**config.mk**
```make
export PLATFORM = sky130hd
export DESIGN_NAME = scale_hfetch
export DESIGN_NICKNAME = d
export VERILOG_FILES = /design/src/rtl/scale_hfetch.sv
export SDC_FILE = /design/constraint.sdc
export NUM_CORES = 1
export LEC_CHECK = 0
export ABC_AREA = 1
export CAP_MARGIN = 25
export CORE_ASPECT_RATIO = 0.7
export CORE_UTILIZATION = 40
export DETAILED_ROUTE_END_ITERATION = 6
export HOLD_SLACK_MARGIN = 0.06
export SYNTH_ARGS = -nofsm -noshare
export SYNTH_HDL_FRONTEND = slang
export SYNTH_SLANG_ARGS = --single-unit
```
**constraint.sdc**
```tcl
create_clock -name sys_clk -period 8.17 [get_ports sys_clk]
set_clock_uncertainty 0.05 [all_clocks]
set_input_delay 1.634 -clock sys_clk [delete_from_list [all_inputs] [get_ports sys_clk]]
set_output_delay 1.634 -clock sys_clk [all_outputs]
set_load 0.005 [all_outputs]
```
**src/rtl/scale_hfetch.sv**
```systemverilog
// Horizontal fetch front end of the bilinear scaler: walks a Q12.8 phase across one source line.
// Build option SCALE_HFETCH_EDGE_CLAMP_EN: edge pairs replicate the last pixel instead of emitting black.
`timescale 1ns/1ps
module scale_hfetch #(
   parameter int unsigned DATA_WIDTH = 8,
   parameter int unsigned W_BITS     = 12
) (
   input  logic                  sys_clk,
   input  logic                  sys_rst,
   input  logic                  line_start,
   input  logic [W_BITS-1:0]     src_w,
   input  logic [W_BITS-1:0]     dst_w,
   input  logic [15:0]           step,
   input  logic [7:0]            v_coff_a,
   input  logic [7:0]            v_coff_b,
   input  logic [DATA_WIDTH-1:0] in_data,
   input  logic                  in_valid,
   output logic                  in_ready,
   output logic [DATA_WIDTH-1:0] a,
   output logic [DATA_WIDTH-1:0] b,
   output logic [7:0]            a_coff,
   output logic [7:0]            b_coff,
   output logic [7:0]            a_coff_next,
   output logic [7:0]            b_coff_next,
   output logic                  data_en,
   output logic                  scale_en,
   output logic                  line_done
);

   localparam int unsigned POS_W = W_BITS + 8;
   localparam int unsigned CMP_W = W_BITS + 1;

   typedef enum logic [1:0] {
      S_IDLE  = 2'd0,
      S_RUN   = 2'd1,
      S_DRAIN = 2'd2
   } state_e;

   state_e                state_q, state_d;
   logic [POS_W-1:0]      pos_q, pos_d;
   logic [W_BITS-1:0]     cnt_q, cnt_d;
   logic [W_BITS-1:0]     ocnt_q, ocnt_d;
   logic [W_BITS-1:0]     src_w_q, src_w_d;
   logic [W_BITS-1:0]     dst_w_q, dst_w_d;
   logic [15:0]           step_q, step_d;
   logic [DATA_WIDTH-1:0] w0_q, w0_d;
   logic [DATA_WIDTH-1:0] w1_q, w1_d;
   logic [DATA_WIDTH-1:0] a_q, a_d;
   logic [DATA_WIDTH-1:0] b_q, b_d;
   logic [7:0]            a_coff_q, a_coff_d;
   logic [7:0]            b_coff_q, b_coff_d;
   logic [7:0]            a_coff_next_q, a_coff_next_d;
   logic [7:0]            b_coff_next_q, b_coff_next_d;
   logic                  data_en_q, data_en_d;
   logic                  scale_en_q, scale_en_d;
   logic                  line_done_q, line_done_d;
   logic                  in_ready_q, in_ready_d;

   logic [W_BITS-1:0]     idx;
   logic [W_BITS-1:0]     last_idx;
   logic                  accept;
   logic                  emit_int;
   logic                  emit_edge;
   logic                  emit;
   logic [DATA_WIDTH-1:0] edge_b;

   // Integer part of the phase, clamped to the last source pixel.
   function automatic logic [W_BITS-1:0] idx_fn(input logic [POS_W-1:0] p,
                                                 input logic [W_BITS-1:0] sw);
      logic [W_BITS-1:0] ip;
      logic [W_BITS-1:0] lst;
      ip  = p[POS_W-1:8];
      lst = sw - W_BITS'(1);
      return (ip > lst) ? lst : ip;
   endfunction

   // Ready is a pure function of state, so the registered copy is computed from next-state values.
   function automatic logic ready_fn(input state_e            st,
                                     input logic [W_BITS-1:0] c,
                                     input logic [POS_W-1:0]  p,
                                     input logic [W_BITS-1:0] sw);
      logic [W_BITS-1:0] ix;
      logic              rdy;
      ix  = idx_fn(p, sw);
      rdy = 1'b0;
      case (st)
         S_RUN:   rdy = (CMP_W'(c) < (CMP_W'(ix) + CMP_W'(2))) && (c < sw);
         S_DRAIN: rdy = (c < sw);
         default: rdy = 1'b0;
      endcase
      return rdy;
   endfunction

`ifdef SCALE_HFETCH_EDGE_CLAMP_EN
   assign edge_b = w1_q;
`else
   assign edge_b = '0;
`endif

   assign idx       = idx_fn(pos_q, src_w_q);
   assign last_idx  = src_w_q - W_BITS'(1);
   assign accept    = in_valid && in_ready_q;
   assign emit_int  = (CMP_W'(cnt_q) == (CMP_W'(idx) + CMP_W'(2)));
   assign emit_edge = (idx == last_idx) && (cnt_q == src_w_q);
   assign emit      = (state_q == S_RUN) && (emit_int || emit_edge);

   // Next-state and registered-output logic.
   always_comb begin
      state_d       = state_q;
      pos_d         = pos_q;
      cnt_d         = cnt_q;
      ocnt_d        = ocnt_q;
      src_w_d       = src_w_q;
      dst_w_d       = dst_w_q;
      step_d        = step_q;
      w0_d          = w0_q;
      w1_d          = w1_q;
      a_d           = a_q;
      b_d           = b_q;
      a_coff_d      = a_coff_q;
      b_coff_d      = b_coff_q;
      a_coff_next_d = a_coff_next_q;
      b_coff_next_d = b_coff_next_q;
      data_en_d     = 1'b0;
      line_done_d   = 1'b0;

      case (state_q)
         S_IDLE: begin
            if (line_start) begin
               src_w_d       = src_w;
               dst_w_d       = dst_w;
               step_d        = step;
               a_coff_next_d = v_coff_a;
               b_coff_next_d = v_coff_b;
               pos_d         = '0;
               cnt_d         = '0;
               ocnt_d        = '0;
               w0_d          = '0;
               w1_d          = '0;
               state_d       = (dst_w == '0) ? S_DRAIN : S_RUN;
            end
         end
         S_RUN: begin
            if (emit) begin
               data_en_d = 1'b1;
               a_d       = emit_int ? w0_q : w1_q;
               b_d       = emit_int ? w1_q : edge_b;
               b_coff_d  = pos_q[7:0];
               a_coff_d  = 8'hff - pos_q[7:0];
               pos_d     = pos_q + POS_W'(step_q);
               ocnt_d    = ocnt_q + W_BITS'(1);
               if (ocnt_d == dst_w_q) begin
                  state_d = S_DRAIN;
               end
            end else if (accept) begin
               w0_d  = w1_q;
               w1_d  = in_data;
               cnt_d = cnt_q + W_BITS'(1);
            end
         end
         S_DRAIN: begin
            // Leftover pixels are consumed but never enter the window.
            if (accept) begin
               cnt_d = cnt_q + W_BITS'(1);
            end
            if (cnt_d == src_w_q) begin
               line_done_d = 1'b1;
               state_d     = S_IDLE;
            end
         end
         default: begin
            state_d = S_IDLE;
         end
      endcase

      scale_en_d = emit || (scale_en_q && (state_q == S_RUN));
      in_ready_d = ready_fn(state_d, cnt_d, pos_d, src_w_d);
   end

   always_ff @(posedge sys_clk) begin
      if (sys_rst) begin
         state_q       <= S_IDLE;
         pos_q         <= '0;
         cnt_q         <= '0;
         ocnt_q        <= '0;
         src_w_q       <= '0;
         dst_w_q       <= '0;
         step_q        <= '0;
         w0_q          <= '0;
         w1_q          <= '0;
         a_q           <= '0;
         b_q           <= '0;
         a_coff_q      <= '0;
         b_coff_q      <= '0;
         a_coff_next_q <= '0;
         b_coff_next_q <= '0;
         data_en_q     <= 1'b0;
         scale_en_q    <= 1'b0;
         line_done_q   <= 1'b0;
         in_ready_q    <= 1'b0;
      end else begin
         state_q       <= state_d;
         pos_q         <= pos_d;
         cnt_q         <= cnt_d;
         ocnt_q        <= ocnt_d;
         src_w_q       <= src_w_d;
         dst_w_q       <= dst_w_d;
         step_q        <= step_d;
         w0_q          <= w0_d;
         w1_q          <= w1_d;
         a_q           <= a_d;
         b_q           <= b_d;
         a_coff_q      <= a_coff_d;
         b_coff_q      <= b_coff_d;
         a_coff_next_q <= a_coff_next_d;
         b_coff_next_q <= b_coff_next_d;
         data_en_q     <= data_en_d;
         scale_en_q    <= scale_en_d;
         line_done_q   <= line_done_d;
         in_ready_q    <= in_ready_d;
      end
   end

   assign in_ready    = in_ready_q;
   assign a           = a_q;
   assign b           = b_q;
   assign a_coff      = a_coff_q;
   assign b_coff      = b_coff_q;
   assign a_coff_next = a_coff_next_q;
   assign b_coff_next = b_coff_next_q;
   assign data_en     = data_en_q;
   assign scale_en    = scale_en_q;
   assign line_done   = line_done_q;

endmodule

```
# After elaboration in Yosys (flattened, before gate mapping)
# Index checks and enable logic that the tools add are counted.
# Widths: inputs -> output; s select.
[word_totals]
ff_bits = 154
inputBits = 68
out_inout_bits = 52
elab_cells = 96
[classes]
n_addsub = 8
n_lt_le_gt_ge = 4
n_eq_ne = 13
muxes = 33
bitwise_logic = 2
n_reduce_logical = 16
[ops]
columns = ["cell", "n"]
rows = [
  ["$mux 12", 10],
  ["$mux 8", 7],
  ["$eq 12x12->1", 4],
  ["$mux 20", 2],
  ["$pmux 20 s2", 1],
  ["$pmux 12 s3", 1],
  ["$pmux 8 s2", 2],
  ["$add 12x2->13 const B", 2],
  ["$add 12x1->12 const B", 2],
  ["$gt 12x12->1", 2],
  ["$pmux 12 s2", 1],
  ["$sub 12x1->12 const B", 2],
  ["$add 20x16->20", 1],
  ["$eq 12x13->1", 1],
  ["$lt 12x13->1", 1],
  ["$logic_not 12->1", 1],
  ["$lt 12x12->1", 1],
  ["$mux 2", 5],
  ["$ne 2x2->1 const B", 4],
  ["$sub 8x8->8 const A", 1],
  ["$pmux 2 s3", 1],
  ["$logic_and 1x1->1", 5],
  ["$eq 2x1->1 const B", 2],
  ["$eq 2x2->1 const B", 2],
  ["10 further kinds", 15],
]

# Depth between registers and ports, before layout
[depth]
word_depth = 15
ltp_mapped = 65
mapped_depth_nobuf = 63

# Worst setup path before layout
# No wires, ideal clock.
[synth_timing]
kind = "register to register"
from = "register src_w_q[0]"
to = "register in_ready_q (netlist: in_ready)"
setup_ns = 0.067
arrival_time_ns = 6.892
required_time_ns = 8.053
setup_slack_ns = 1.162
stages_incl_launch_ff = 61
n_path_buf = 3
synth_period_minus_slack_ns = 7.008
path_cell_list = "dfxtp_1 inv_2 ha_1 nand3_2 nor2_2 nand3_1 nand2_1 inv_1 ha_1 nand2_1 inv_2 nand2_2 nor2_4 nand2_1 nand3_2 nand2_2 buf_6 nand2_2 [25 not listed] nor2_2 nand2_2 nand2_4 buf_8 nand2_1 nand2_1 inv_1 ha_1 nand2_1 nor4_2 nand3_1 xor2_1 ha_1 nand3_1 nor2_1 nor2_1 nand3_1 a21oi_2"
[synth_between]
elab_chain_len = 15
elab_cells_between_ends = 30
classes_between = "add/sub (4); order compare (4); eq/ne (6); mux (12); reduce/logical (4)"
[synth_rtl]
columns = ["item", "line_no", "source"]
rows = [
  ["from (decl)", "43", "logic [W_BITS-1:0] src_w_q, src_w_d;"],
  ["from (signal assigned)", "206", "src_w_q <= src_w_d;"],
  ["$sub 12x1->12", "73, 101", ""],
  ["$gt 12x12->1", "74", "return (ip > lst) ? lst : ip;"],
  ["$mux 12", "74", ""],
  ["$add 12x2->13 / $eq 12x12->1 (equally long branches)", "103, 104", ""],
  ["$eq 12x13->1 / $logic_and 1x1->1 (equally long branches)", "103, 104", ""],
  ["$logic_or 1x1->1 (*)", "105", "assign emit = (state_q == S_RUN) && (emit_int || emit_edge);"],
  ["$logic_and 1x1->1 (*)", "105", ""],
  ["$mux 20 (*)", "144", "if (emit) begin"],
  ["$pmux 20 s2 (*)", "127", "case (state_q)"],
  ["named net pos_d[18]", "40", "logic [POS_W-1:0] pos_q, pos_d;"],
  ["$gt 12x12->1", "74", ""],
  ["$mux 12 (*)", "74", ""],
  ["$add 12x2->13 (*)", "87", "S_RUN: rdy = (CMP_W'(c) < (CMP_W'(ix) + CMP_W'(2))) && (c < sw);"],
  ["$lt 12x13->1 (*)", "87", ""],
  ["$logic_and 1x1->1 (*)", "87", ""],
  ["$pmux 1 s2 (*)", "86", "case (st)"],
  ["to (signal assigned)", "220", "in_ready_q <= in_ready_d;"],
  ["to (decl)", "57", "logic in_ready_q, in_ready_d;"],
]
# The timed path passes the listed nets; every way through them passes the cells marked *. The select of a mux whose other input is x is not followed.
# A chain may end at the register's enable or synchronous reset.

# Worst setup path after layout
[layout_timing]
from = "register src_w_q[4]"
to = "register in_ready_q (netlist: in_ready)"
# The elaborated chain is that of the path after synthesis.

==> metrics.md <==
| Metric | Value |
|---|---|
| WS Path Type | flip-flop to flip-flop |
| Max_slew headroom | 30.8% |
| Hold_sp | b[3]$_SDFFE_PP0P_ |
| Worst Path Required | roughly 8.5 ns |
| Most common cell in the netlist | nand2_1 |
| Max FO, Critical Path | 13 |
| Unique masters post-synth | 50 |
| Share of layout cells above drive strength 1 | between 10% and 20% |
| Max Slew Vio Count | 0 |
| Crit. Startpoint | src_w_q[4]$_SDFF_PP0_ |
| Global-route wire length before repair | roughly 54000 µm |
| Top cells by count, synth | 328 x nand2_1, 203 x nor2_1, 154 x dfxtp_1, 142 x inv_1, 112 x o21ai_0 |
| Sequential-to-total area share from yosys stat | 29.7% |
| CTS sink count | 154 |
| Post-DP Area | about 0.012 mm² |
| Yosys reg bits | 154 |
| Syn Inst Count | 1531 |
| Die ar. | 0.0266 mm² |
| Post-route ant nets | 0 |
| Core Box Area | 0.0250 mm² |
| Via/cell ratio | between 5 and 6 |
| Cell depth of the worst flop-to-flop path | 55 |
| Measured slew at the worst slew-check pin | 1.02 ns |
| I/O Buffers | ~120 |
| EDFF count, synth | 0 |
| Routed len/inst | 17.6 µm |
| Crit Reg-Reg Endpoint | in_ready$_SDFF_PP0_ |
| Total CTS buffers | 17 |
| Root Buffer | clkbuf_16 |
| Post-synth top flop | dfxtp_1 |
| Yosys warning count | 0 |
| Initial antenna violation count | 0 |
| GRT Overall Usage | 26.5% |
| Synth async-reset ratio | 0% |
| CP max-delay cell | dfxtp_1 |
| Hold Path Class | flip-flop to flip-flop |
| Critical path endpoint category | flip-flop |
| First-pass detailed-route iteration total | 5 |
| Worst-path clk slew | ~0.07 ns |
| Critical path startpoint category | flip-flop |
| P per Cell Area | approximately 160 mW/mm² |
| RSZ-0062 raised after global routing | false |
| GRT Residual Overflow | 0 |
| Crit-path max cell delay | 0.35 ns |
| Initial Utilization | between 40% and 50% |
| DP Wirelength | 27300 µm |
| Final net count | 1783 |
| Design area | 0.0126 mm² |
| Synthesized cell area | 0.0104 mm² |
| Latest clock arrival within the worst-skew pair | 0.44 ns |
| FMAX | about 130 MHz |
| R2R Setup Slk | between 0.6 and 0.7 ns |
| CTS max path bufs | 2 |
| Final wirelength | 35000 µm |
| Max-Cap Viols | 0 |
| Outcome | complete, no violations |
| Final period utilization | between 90% and 100% |
| Mapped Nets | 1669 |
| H-tree lvl count | 4 |
| # IOs | 120 |
| Setup_tns | 0 ns |
| Final hold violation count | 0 |
| Tmin final | 7.48 ns |
| Initial DRC Count | 1043 |
| Antenna Diode Count | 0 |
| Area contributors post-synth | dfxtp_1 30%, nand2_1 12%, ha_1 8.3% |
| Row cnt | 48 |
| Vias in the first global route | 9380 |
| Leak pwr | 5.65 nW |
| CTS tree | yes |
| Die Ht | 137 µm |
| Avg Cell Area, Syn | 6.77 µm² |
| Via count | between 10000 and 15000 |
| Area grow syn2layout | 22.0% |
| DIE WIDTH | approximately 200 µm |
| Largest net degree at the start of global routing | 47 |
| Count of final setup violators | 0 |
| Top-area cell type share of the netlist area | 29.7% |
| GPL Wtd Cong | 0.958 |
| Area leader, netlist | dfxtp_1 |
| Worst Path Arrival | 7.81 ns |
| Critical path endpoint | in_ready$_SDFF_PP0_ |
| Reg-to-reg startpoint | src_w_q[4]$_SDFF_PP0_ |
| Drc violations | 0 |
| Worst vdd rail ir drop | 0.143 mV |
| CTS Hold Bufs | 0 |
-- power by group --
group	internal (W)	switching (W)	leakage [nW]	total [W]
Clock	0.000457	0.000361	0.289	0.000818
Combinational	0.000144	0.000229	4.10	0.000373
Sequential	0.000785	0.0000290	1.26	0.000814
Total	0.00139	0.000619	5.65	0.00201
-- kinds of logic after synthesis --
| group | after synthesis | synth area share (%) |
|---|---|---|
| xor gates and xnor gates | 70 | 6.13 |
| buffers and inverters | 215 | 8.33 |
| and+or+nand+nor | 746 | 32.4 |
| adders and majority gates | 70 | 8.52 |
| AOI/OAI and AO/OA | 276 | 14.9 |
| DFF | 154 | 29.7 |
-- critical path, delay by kind of cell, from the launching register on --
family                   cells  cell delay (ns)
flip-flops                   1             0.35
XOR/XNOR                     2             0.35
AND/OR/NAND/NOR             37             3.88
AO/OA/AOI/OAI                5             0.63
adder cells (fa/ha/maj)      5             1.40
buffers and inverters        6             0.76
-- metrics by stage --
| step | utilization (%) | std cells | setup slack (ns) | hold slack (ns) | power (W) |
|---|---|---|---|---|---|
| floorplan | - | 1531 | 1.16 | 0.400 | 0.00105 |
| global placement | 47.5 | 1943 | 0.518 | 0.401 | 0.00119 |
| detailed placement | 47.5 | 1943 | 0.348 | 0.407 | 0.00119 |
| CTS | 49.9 | 1974 | 0.331 | 0.417 | 0.00200 |
| global route | 50.5 | 1982 | 0.0101 | 0.428 | 0.00209 |
| finish | 50.5 | 1982 | 0.685 | 0.412 | 0.00201 |
-- routing by layer --
metal | GRT usage (%) | part of all wire (%) | up-vias
li1 | - | - | 5275
met1 | 41.9 | 54 | 4810
met2 | 34.8 | 36 | 385
met3 | 7.17 | 9.4 | 18
met4 | 4.76 | 0.79 | 0
met5 | 0 | 0 | -
-- flip-flops by register name (all words and copies together), names as in the netlist, 2 cells and up --
signal       flops
a                8
a_coff           8
a_coff_next      8
b                8
b_coff           8
b_coff_next      8
cnt_q           12
dst_w_q         12
ocnt_q          12
pos_q           20
src_w_q         12
state_q          2
step_q          16
w0_q             8
w1_q             8
-- cell type report --
class	instances	area, µm²
inverter	153	579
clock buffer	17	425
timing repair buffer	157	1480
tap	325	407
clock inverter	14	161
multi-input combinational	1162	6500
fill	2527	12400
sequential	154	3090
-- how the worst min path moves through the flow --
stage                                        end  slack, ns  cells past startpoint
after global placement         b[6]$_SDFFE_PP0P_       0.40                      2
after global routing           b[7]$_SDFFE_PP0P_       0.43                      2
after CTS                      b[3]$_SDFFE_PP0P_       0.42                      2
after floorplan           a_coff[4]$_SDFFE_PP0P_       0.40                      1
after detailed placement       b[3]$_SDFFE_PP0P_       0.41                      2
final                          b[3]$_SDFFE_PP0P_       0.41                      2
-- repair_timing --
action | 4_1_cts | 5_1_grt
setup buffers | 0 | 8
gates resized for setup | 0 | 31
setup endpoints to repair | 0 | 1
-- layout by cell type (no fill, tap or decap), types with 3 or more instances in the layout --
cell type        synthesis  routed
inv_6                    0       5
dfxtp_2                  0       3
o21ai_1                  7       8
xnor2_1                 30      30
o211a_1                  7       7
nor2_2                  10      13
ha_1                    69      66
o2111ai_1                3       3
ha_2                     0       3
nand2_4                  4       6
inv_1                  142     136
nand4_4                  3       3
nand3_1                 81      81
o22ai_1                 21      20
clkdlybuf4s50_1          0     118
a21oi_1                 91      90
nor2_1                 203     198
nor3_1                  20      20
a31oi_1                  9       9
buf_4                    1      36
a211oi_1                12      12
dfxtp_1                154     151
or2_2                    7       7
nand2_1                328     323
nand4_1                 23      23
nand3b_1                15      15
nor2_4                   3       5
nor4_1                   6       6
nand2_2                 29      32
nand3_2                  9       9
inv_2                   10      15
o21ai_0                112     111
clkbuf_16                0      17
xor2_1                  37      37
(Power assumes the default switching activity.)
